File: src/rtl/store_queue_pkg.sv
// -----------------------------------------------------------------------------
// store_queue_pkg
// Shared types and constants for the store queue.
//   sq_entry_t : one queued store {addr, data, wstrb}
//   SIZE_B/H/W : bus transfer size encodings (byte, halfword, word)
// -----------------------------------------------------------------------------
package store_queue_pkg;

    typedef struct packed {
        logic [31:0] addr;
        logic [31:0] data;
        logic [3:0]  wstrb;
    } sq_entry_t;

    localparam logic [1:0] SIZE_B = 2'd0;
    localparam logic [1:0] SIZE_H = 2'd1;
    localparam logic [1:0] SIZE_W = 2'd2;

endpackage

File: src/rtl/store_size_encode.sv
// -----------------------------------------------------------------------------
// store_size_encode
// Maps a store's byte-lane strobe to a bus transfer size and bus address.
//   i_addr  : entry byte address
//   i_wstrb : entry byte-lane enables
//   o_size  : SIZE_B for one lane, SIZE_H for an aligned lane pair,
//             SIZE_W for anything else (3/4 lanes, swl/swr partials)
//   o_addr  : i_addr, with bits [1:0] cleared for word-sized transfers
// -----------------------------------------------------------------------------
module store_size_encode
    import store_queue_pkg::*;
(
    input  logic [31:0] i_addr,
    input  logic [3:0]  i_wstrb,
    output logic [1:0]  o_size,
    output logic [31:0] o_addr
);

    always_comb begin
        o_size = SIZE_W;
        case (i_wstrb)
            4'b0001, 4'b0010, 4'b0100, 4'b1000: o_size = SIZE_B;
            4'b0011, 4'b1100:                   o_size = SIZE_H;
            default:                            o_size = SIZE_W;
        endcase
    end

    // Partial-word swl/swr stores go out as word transfers; lanes select bytes.
    assign o_addr = (o_size == SIZE_W) ? {i_addr[31:2], 2'b00} : i_addr;

endmodule

File: src/rtl/store_queue.sv
// -----------------------------------------------------------------------------
// store_queue
// In-order store buffer between the MEM stage and a split-transaction data bus.
// Entries are pushed at wr_ptr, issued at iss_ptr (addr_ok handshake) and
// retired at ret_ptr (data_ok completion).
//
// Parameters:
//   DEPTH          : number of entries, power of two, >= 2
// Ports:
//   clk, resetn    : clock, asynchronous active-low reset
//   in_valid/ready : store offer / accept handshake
//   in_addr/data/wstrb : store payload
//   data_req, data_wr, data_size, data_addr, data_wdata, data_wstrb : bus request
//   data_addr_ok   : bus accepted the request
//   data_data_ok   : oldest outstanding write completed
//   empty          : nothing queued or outstanding
//   load_addr      : address of a pending load
//   load_conflict  : the load must wait
//
// Build option: define STORE_QUEUE_LOAD_CHECK_EN to compare load_addr against
// every live entry at word granularity; otherwise any live entry blocks loads.
// -----------------------------------------------------------------------------
module store_queue
    import store_queue_pkg::*;
#(
    parameter int unsigned DEPTH = 4
) (
    input  logic        clk,
    input  logic        resetn,

    input  logic        in_valid,
    output logic        in_ready,
    input  logic [31:0] in_addr,
    input  logic [31:0] in_data,
    input  logic [3:0]  in_wstrb,

    output logic        data_req,
    output logic        data_wr,
    output logic [1:0]  data_size,
    output logic [31:0] data_addr,
    output logic [31:0] data_wdata,
    output logic [3:0]  data_wstrb,
    input  logic        data_addr_ok,
    input  logic        data_data_ok,

    output logic        empty,

    input  logic [31:0] load_addr,
    output logic        load_conflict
);

    localparam int unsigned PTR_W = $clog2(DEPTH);
    localparam int unsigned CNT_W = PTR_W + 1;
    localparam logic [CNT_W-1:0] DEPTH_C = CNT_W'(DEPTH);

    sq_entry_t        r_mem [DEPTH];
    logic [PTR_W-1:0] r_wr_ptr;
    logic [PTR_W-1:0] r_iss_ptr;
    logic [PTR_W-1:0] r_ret_ptr;
    logic [CNT_W-1:0] r_count;    // queued + issued-not-retired
    logic [CNT_W-1:0] r_out_cnt;  // issued-not-retired

    logic      w_push;
    logic      w_issue;
    logic      w_retire;
    sq_entry_t w_iss_entry;

    assign in_ready = (r_count < DEPTH_C);
    assign empty    = (r_count == '0);
    assign data_req = (r_count != r_out_cnt);
    assign data_wr  = 1'b1;

    assign w_push   = in_valid && in_ready;
    assign w_issue  = data_req && data_addr_ok;
    // Completions with nothing outstanding are stray and dropped.
    assign w_retire = data_data_ok && (r_out_cnt != '0);

    assign w_iss_entry = r_mem[r_iss_ptr];
    assign data_wdata  = w_iss_entry.data;
    assign data_wstrb  = w_iss_entry.wstrb;

    store_size_encode u_size_encode (
        .i_addr  (w_iss_entry.addr),
        .i_wstrb (w_iss_entry.wstrb),
        .o_size  (data_size),
        .o_addr  (data_addr)
    );

    // Payload storage carries no reset; liveness comes from the pointers.
    always_ff @(posedge clk) begin
        if (w_push) begin
            r_mem[r_wr_ptr] <= '{addr: in_addr, data: in_data, wstrb: in_wstrb};
        end
    end

    always_ff @(posedge clk or negedge resetn) begin
        if (!resetn) begin
            r_wr_ptr  <= '0;
            r_iss_ptr <= '0;
            r_ret_ptr <= '0;
            r_count   <= '0;
            r_out_cnt <= '0;
        end else begin
            if (w_push) begin
                r_wr_ptr <= r_wr_ptr + PTR_W'(1);
            end
            if (w_issue) begin
                r_iss_ptr <= r_iss_ptr + PTR_W'(1);
            end
            if (w_retire) begin
                r_ret_ptr <= r_ret_ptr + PTR_W'(1);
            end

            case ({w_push, w_retire})
                2'b10:   r_count <= r_count + CNT_W'(1);
                2'b01:   r_count <= r_count - CNT_W'(1);
                default: r_count <= r_count;
            endcase

            case ({w_issue, w_retire})
                2'b10:   r_out_cnt <= r_out_cnt + CNT_W'(1);
                2'b01:   r_out_cnt <= r_out_cnt - CNT_W'(1);
                default: r_out_cnt <= r_out_cnt;
            endcase
        end
    end

`ifdef STORE_QUEUE_LOAD_CHECK_EN
    logic [DEPTH-1:0] w_live;
    logic [DEPTH-1:0] w_hit;

    // An entry is live when its distance from ret_ptr is below count.
    always_comb begin
        w_live = '0;
        w_hit  = '0;
        for (int unsigned i = 0; i < DEPTH; i++) begin
            w_live[i] = ({1'b0, PTR_W'(i) - r_ret_ptr} < r_count);
            w_hit[i]  = w_live[i] && (r_mem[i].addr[31:2] == load_addr[31:2]);
        end
    end

    assign load_conflict = |w_hit;
`else
    logic w_unused_load_addr;

    assign w_unused_load_addr = ^load_addr;
    assign load_conflict      = !empty;
`endif

endmodule

File: config.mk
export PLATFORM = sky130hd
export DESIGN_NAME = store_queue
export DESIGN_NICKNAME = d
export VERILOG_FILES = /design/src/rtl/store_queue_pkg.sv /design/src/rtl/store_size_encode.sv /design/src/rtl/store_queue.sv
export SDC_FILE = /design/constraint.sdc
export NUM_CORES = 1
export LEC_CHECK = 0
export CAP_MARGIN = 40
export CORE_ASPECT_RATIO = 0.6
export CORE_MARGIN = 2
export CORE_UTILIZATION = 53
export CTS_CLUSTER_SIZE = 10
export DETAILED_ROUTE_END_ITERATION = 8
export HOLD_SLACK_MARGIN = 0.06
export PLACE_DENSITY = 0.8
export SLEW_MARGIN = 20
export SYNTH_ARGS = -nofsm -noshare
export SYNTH_HDL_FRONTEND = slang
export SYNTH_SLANG_ARGS = --single-unit
export TNS_END_PERCENT = 5
File: constraint.sdc
create_clock -name clk -period 3.2 [get_ports clk]
set_input_delay 0.96 -clock clk [delete_from_list [all_inputs] [get_ports clk]]
set_output_delay 0.96 -clock clk [all_outputs]
set_load 0.1 [all_outputs]
* Word level (Yosys, flattened, before mapping)
Memory sizes are Yosys's and may differ from the RTL's.
Index checks and enable logic that the tools add are counted.
Widths: inputs -> output; s select.
** Cells by class
- Reductions and logical operators :: 10
- Order comparisons :: 1
- Equality and inequality tests :: 12
- Multiplexer cells :: 6
- Add/sub/neg operators :: 6
** Operators with widths (number)
- $pmux 3 s2 :: 2
- $eq 4x2->1 const B :: 2
- $eq 4x4->1 const B :: 2
- $add 3x1->3 const B :: 2
- $eq 2x2->1 const B :: 3
- $sub 3x1->3 const B :: 2
- $add 2x1->2 const B :: 2
- $eq 2x1->1 const B :: 2
- $eq 4x1->1 const B :: 1
- $eq 4x3->1 const B :: 1
- $pmux 2 s2 :: 1
- $reduce_bool 2->1 :: 2
- $reduce_or 4->1 :: 1
- $logic_and 1x1->1 :: 3
- $logic_not 3->1 :: 1
- $lt 3x3->1 const B :: 1
- $ne 3x3->1 :: 1
- $reduce_bool 3->1 :: 1
- $mux 1 :: 2
- $mux 2 :: 1
- $reduce_or 2->1 :: 1
- $logic_not 1->1 :: 1
** Word-level totals
- Register bits after elaboration :: 10
- Memories kept :: 1
- Bits in writable memories :: 272
- Output and inout bits :: 75
- Logic and storage cells :: 40
** Memory list
- r_mem :: depth 4, bits a word 68, rd ports 1, clocked after Yosys merged registers in 0, write ports 1, line store_queue.sv:56 : sq_entry_t r_mem [DEPTH];

* Logic depth before layout (Yosys ltp)
An unclocked memory read counts as a cell.
- Word-level depth :: 6
- Depth in mapped cells :: 9
- Mapped depth without buffers :: 9

* Modules after synthesis
From an unflattened synthesis, not the netlist that was laid out.
** Unflattened totals
- Cells, all modules :: 489
- Area, all modules :: 11073.1 sq um
** By module, submodules not included
- store_queue :: cells an instance 452, area each 10799.1 sq um, instances 1
- store_size_encode :: cells an instance 37, area each 274.0 sq um, instances 1

* Least setup slack after synthesis
OpenSTA, ideal clock, no wires.
- Kind :: reg2out
- Start :: register r_iss_ptr[0]
- End :: output data_addr[0]
- Path buffers :: 1
- Cell stages (with the launch flop) :: 6
- Arrival time :: 4.026 ns
- Setup slack :: -1.786 ns
- Required time :: 2.240 ns
- Cell sequence :: dfrtp_1 buf_6 mux4_2 nor2_4 xnor2_1 nor2b_1
** On the way
- Cells in the longest elaborated chain, start to end :: 6
- Elaborated cells between the ends (all ways) :: 12
- Classes of those cells :: eq/ne (7); mux (2); reduce/logical (2); memory (1)
** RTL lines
- start: declaration :: line store_queue.sv:58 : logic [PTR_W-1:0] r_iss_ptr;
- start signal: assignment :: line store_queue.sv:108 : r_iss_ptr <= r_iss_ptr + PTR_W'(1);
- $mem_v2 4x68 *
- net data_wstrb[2] :: line store_queue.sv:42 : output logic [3:0] data_wstrb,
- $eq 4x1->1 (tied with other cells) :: line store_size_encode.sv:21 : case (i_wstrb)
- $reduce_or 4->1 / $reduce_or 2->1 (equally long branches) :: line store_size_encode.sv:21
- $pmux 2 s2 * :: line store_size_encode.sv:21
- net data_size[1] :: line store_queue.sv:39 : output logic [1:0] data_size,
- $eq 2x2->1 * :: line store_size_encode.sv:29 : assign o_addr = (o_size == SIZE_W) ? {i_addr[31:2], 2'b00} : i_addr;
- $mux 2 * :: line store_size_encode.sv:29
- end: declaration :: line store_queue.sv:40 : output logic [31:0] data_addr,
The timed path passes the listed nets; every way through them passes the cells marked *.

* Final worst setup path
- Start :: register r_iss_ptr[0]
- End :: output data_addr[1]
** On the way
- Cells in the longest elaborated chain, start to end :: 6
- Elaborated cells between the ends (all ways) :: 12
- Classes of those cells :: eq/ne (7); mux (2); reduce/logical (2); memory (1)
** RTL lines (line)
- $mem_v2 4x68 *
- $eq 4x1->1 (tied with other cells) :: store_size_encode.sv:21
- $reduce_or 4->1 / $reduce_or 2->1 (equally long branches) :: store_size_encode.sv:21
- $pmux 2 s2 :: store_size_encode.sv:21
- $eq 2x2->1 :: store_size_encode.sv:29
- $mux 2 * :: store_size_encode.sv:29
Every way passes the cells marked *; elsewhere a longest branch is shown, timed or not.

==> flow_summary.json <==
{
  "grt_pass1_vias": 5280,
  "initial_core_util": 0.5460,
  "dieArea_um2": 20930,
  "synth_nets": 536,
  "cp.arrival_ns": 2.27,
  "routed_wirelength_mm": 19.59,
  "yosys_most_used_dff": "edfxtp_1",
  "ios": 180,
  "syn2layout_area_growth_pct": 35.34,
  "failed_checks": "setup timing",
  "fmax_ghz": 0.3096,
  "rsz0062_at_grt": "true",
  "drt-vias-per-instance": 5.497,
  "slew_viol_final": 0,
  "place_ws_ns": 0.3871,
  "final.setup.tns_ns": -0.05914,
  "synth_largest_area_cell": "edfxtp_1",
  "cap_violations": 0,
  "grt.total_usage": 0.1950,
  "drive_above_1_share": 0.3511,
  "die_h_um": 112.9,
  "cp-start-kind": "flop",
  "core_region_area_um2": 19180,
  "status": "complete, but fails checks",
  "hp-class": "flop to flop",
  "gp_congestion": 0.7281,
  "finalHoldViolCount": 0,
  "clk_path_buf_depth": 3,
  "final_antenna_net_count": 0,
  "synthTopCellsByCount": "272 x edfxtp_1, 68 x mux4_2, 11 x inv_1",
  "rows": 39,
  "synth.avg_cell_area_um2": 24.75,
  "setup-violations-final": 3,
  "hold_slack_ns": 0.5251,
  "nFillCells": 1048,
  "cts_buffers": 34,
  "grt_pass1_wl_mm": 30.11,
  "ctsRootBufferMaster": "clkbuf_16",
  "route.detailed.drc": 0,
  "cts_tree": "done",
  "drt_iter0_drc": 256,
  "yosys_warnings": 0,
  "syn-cell-area_um2": 10470,
  "ys_seq_elements": 282,
  "cts_sinks": 282,
  "grt_max_degree": 36,
  "ys_types": 25,
  "async_reset_ff_frac": 0.03546,
  "syn_inst": 423,
  "clk_latency_ns": 0.49,
  "antenna_found_initial": 2,
  "wire_per_inst_um": 22.13,
  "worst-setup-path-type": "flop to primary output",
  "dr.pass1.iters": 4,
  "synth_edf_count": 272,
  "io_buffers": 146,
  "synth-seq-area-share": 0.8040,
  "htreeDepth": 2,
  "clk_pin_slew_worst_paths_ns": 0.05,
  "min_period_ns": 3.230,
  "grt_overflow_total": 0,
  "min_period_over_period": 1.009,
  "synth_area_leaders": "edfxtp_1 78%, mux4_2 15%, dfrtp_1 2.4%, xnor2_1 0.84%, ha_1 0.72%",
  "worstSetupEndpointType": "primary output",
  "finClkSkew_ns": 0.01854,
  "vias": 4865,
  "die_w_um": 185.5,
  "nNetsFinal": 723,
  "synth_top_area_share": 0.7801,
  "dpl.hpwl_mm": 11.92,
  "crit_required_ns": 2.24,
  "finalWorstSetupSlack_ns": -0.02967,
  "cp_max_fo": 7,
  "yosysMostFrequentCell": "edfxtp_1"
}
placed cells by master (no fill, tap or decap), drive strengths merged, types with 2 or more instances in the layout:
cell	instances
fa	2
mux4	68
mux2i	2
nand2	2
nor2	4
buf	97
clkbuf	42
dfrtp	10
xnor2	10
xor2	3
and2	4
ha	6
nand3	3
clkdlybuf4s50	72
inv	12
nor2b	3
edfxtp	272
timing repair:
| action | 4_1_cts | 5_1_grt |
|---|---|---|
| endpoints found under the setup margin | 27 | 37 |
| pin swaps | 1 | 3 |
| endpoints found under the hold margin | 0 | 0 |
| setup buffers | 7 | 2 |
| gates cloned | 0 | 0 |
| hold buffers | 0 | 0 |
| gates resized for setup | 4 | 4 |
area by class of cell:
class	count	area, um^2	area share
Clock buffer	42	902.1	0.06366
Tap cell	266	332.8	0.02349
Sequential cell	282	8426	0.5946
Multi-Input combinational cell	112	1979	0.1397
Inverter	11	45.04	0.003179
Clock inverter	2	17.52	0.001236
Antenna cell	1	2.502	0.0001766
Timing Repair Buffer	169	2465	0.1740
path summary, 6_finish.rpt:
| kind | depth (start not counted) | end | slack, ns | start |
|---|---|---|---|---|
| setup / recovery | 5 | data_addr[1] | -0.03 | r_iss_ptr[0] |
| hold / removal | 1 | r_count[0] | 0.53 | r_count[0] |
| setup reg to reg | 9 | r_out_cnt[2] | 1.11 | r_out_cnt[0] |
| hold reg to reg | 1 | r_count[0] | 0.53 | r_count[0] |
| max in group asynchronous | 1 | r_iss_ptr[1] | 2.04 | resetn |
| min in group asynchronous | 1 | r_count[2] | 0.80 | resetn |
worst max-delay path: stages, from the launching register on:
cell and delay, ns:
dfrtp_4 0.50, mux4_2 0.60, nor2_4 0.20, xnor2_4 0.14, nor2b_4 0.16, buf_12 0.18
per-layer routing:
layer	vias to the layer above	share of wire	track usage
met5	-	0.00066	0
met4	2	0.011	0.03862
met3	24	0.082	0.06308
met2	174	0.47	0.3055
met1	2528	0.43	0.2755
li1	2137	-	-
registers in the layout, summed over array words and instances, names as in the netlist:
signal,count
r_mem,272
r_count,3
r_out_cnt,3
r_iss_ptr,2
r_wr_ptr,2
per-stage QoR:
stage / std cells / cell area, um^2 / util
6_report: 885 / 14170 / 0.7389
3_5_place_dp: 831 / 13140 / 0.6851
3_3_place_gp: 831 / 13140 / 0.6851
4_1_cts: 882 / 14130 / 0.7368
2_1_floorplan: 423 / 10520 / -
5_1_grt: 884 / 14170 / 0.7388
cells by family after synthesis:
family                     Yosys count  synth area share
AOI/OAI and AO/OA                    3          0.002151
xor gates and xnor gates            13           0.01087
adders and majority gates            8           0.01099
buffers and inverters               29           0.01362
DFF                                282            0.8040
muxes                               70            0.1482
other                                1         0.0003582
and+or+nand+nor                     17          0.009799
Power is left out: the tool's default activity adds up to more than one toggle a clock period on the data nets, which glitch-free logic cannot reach.
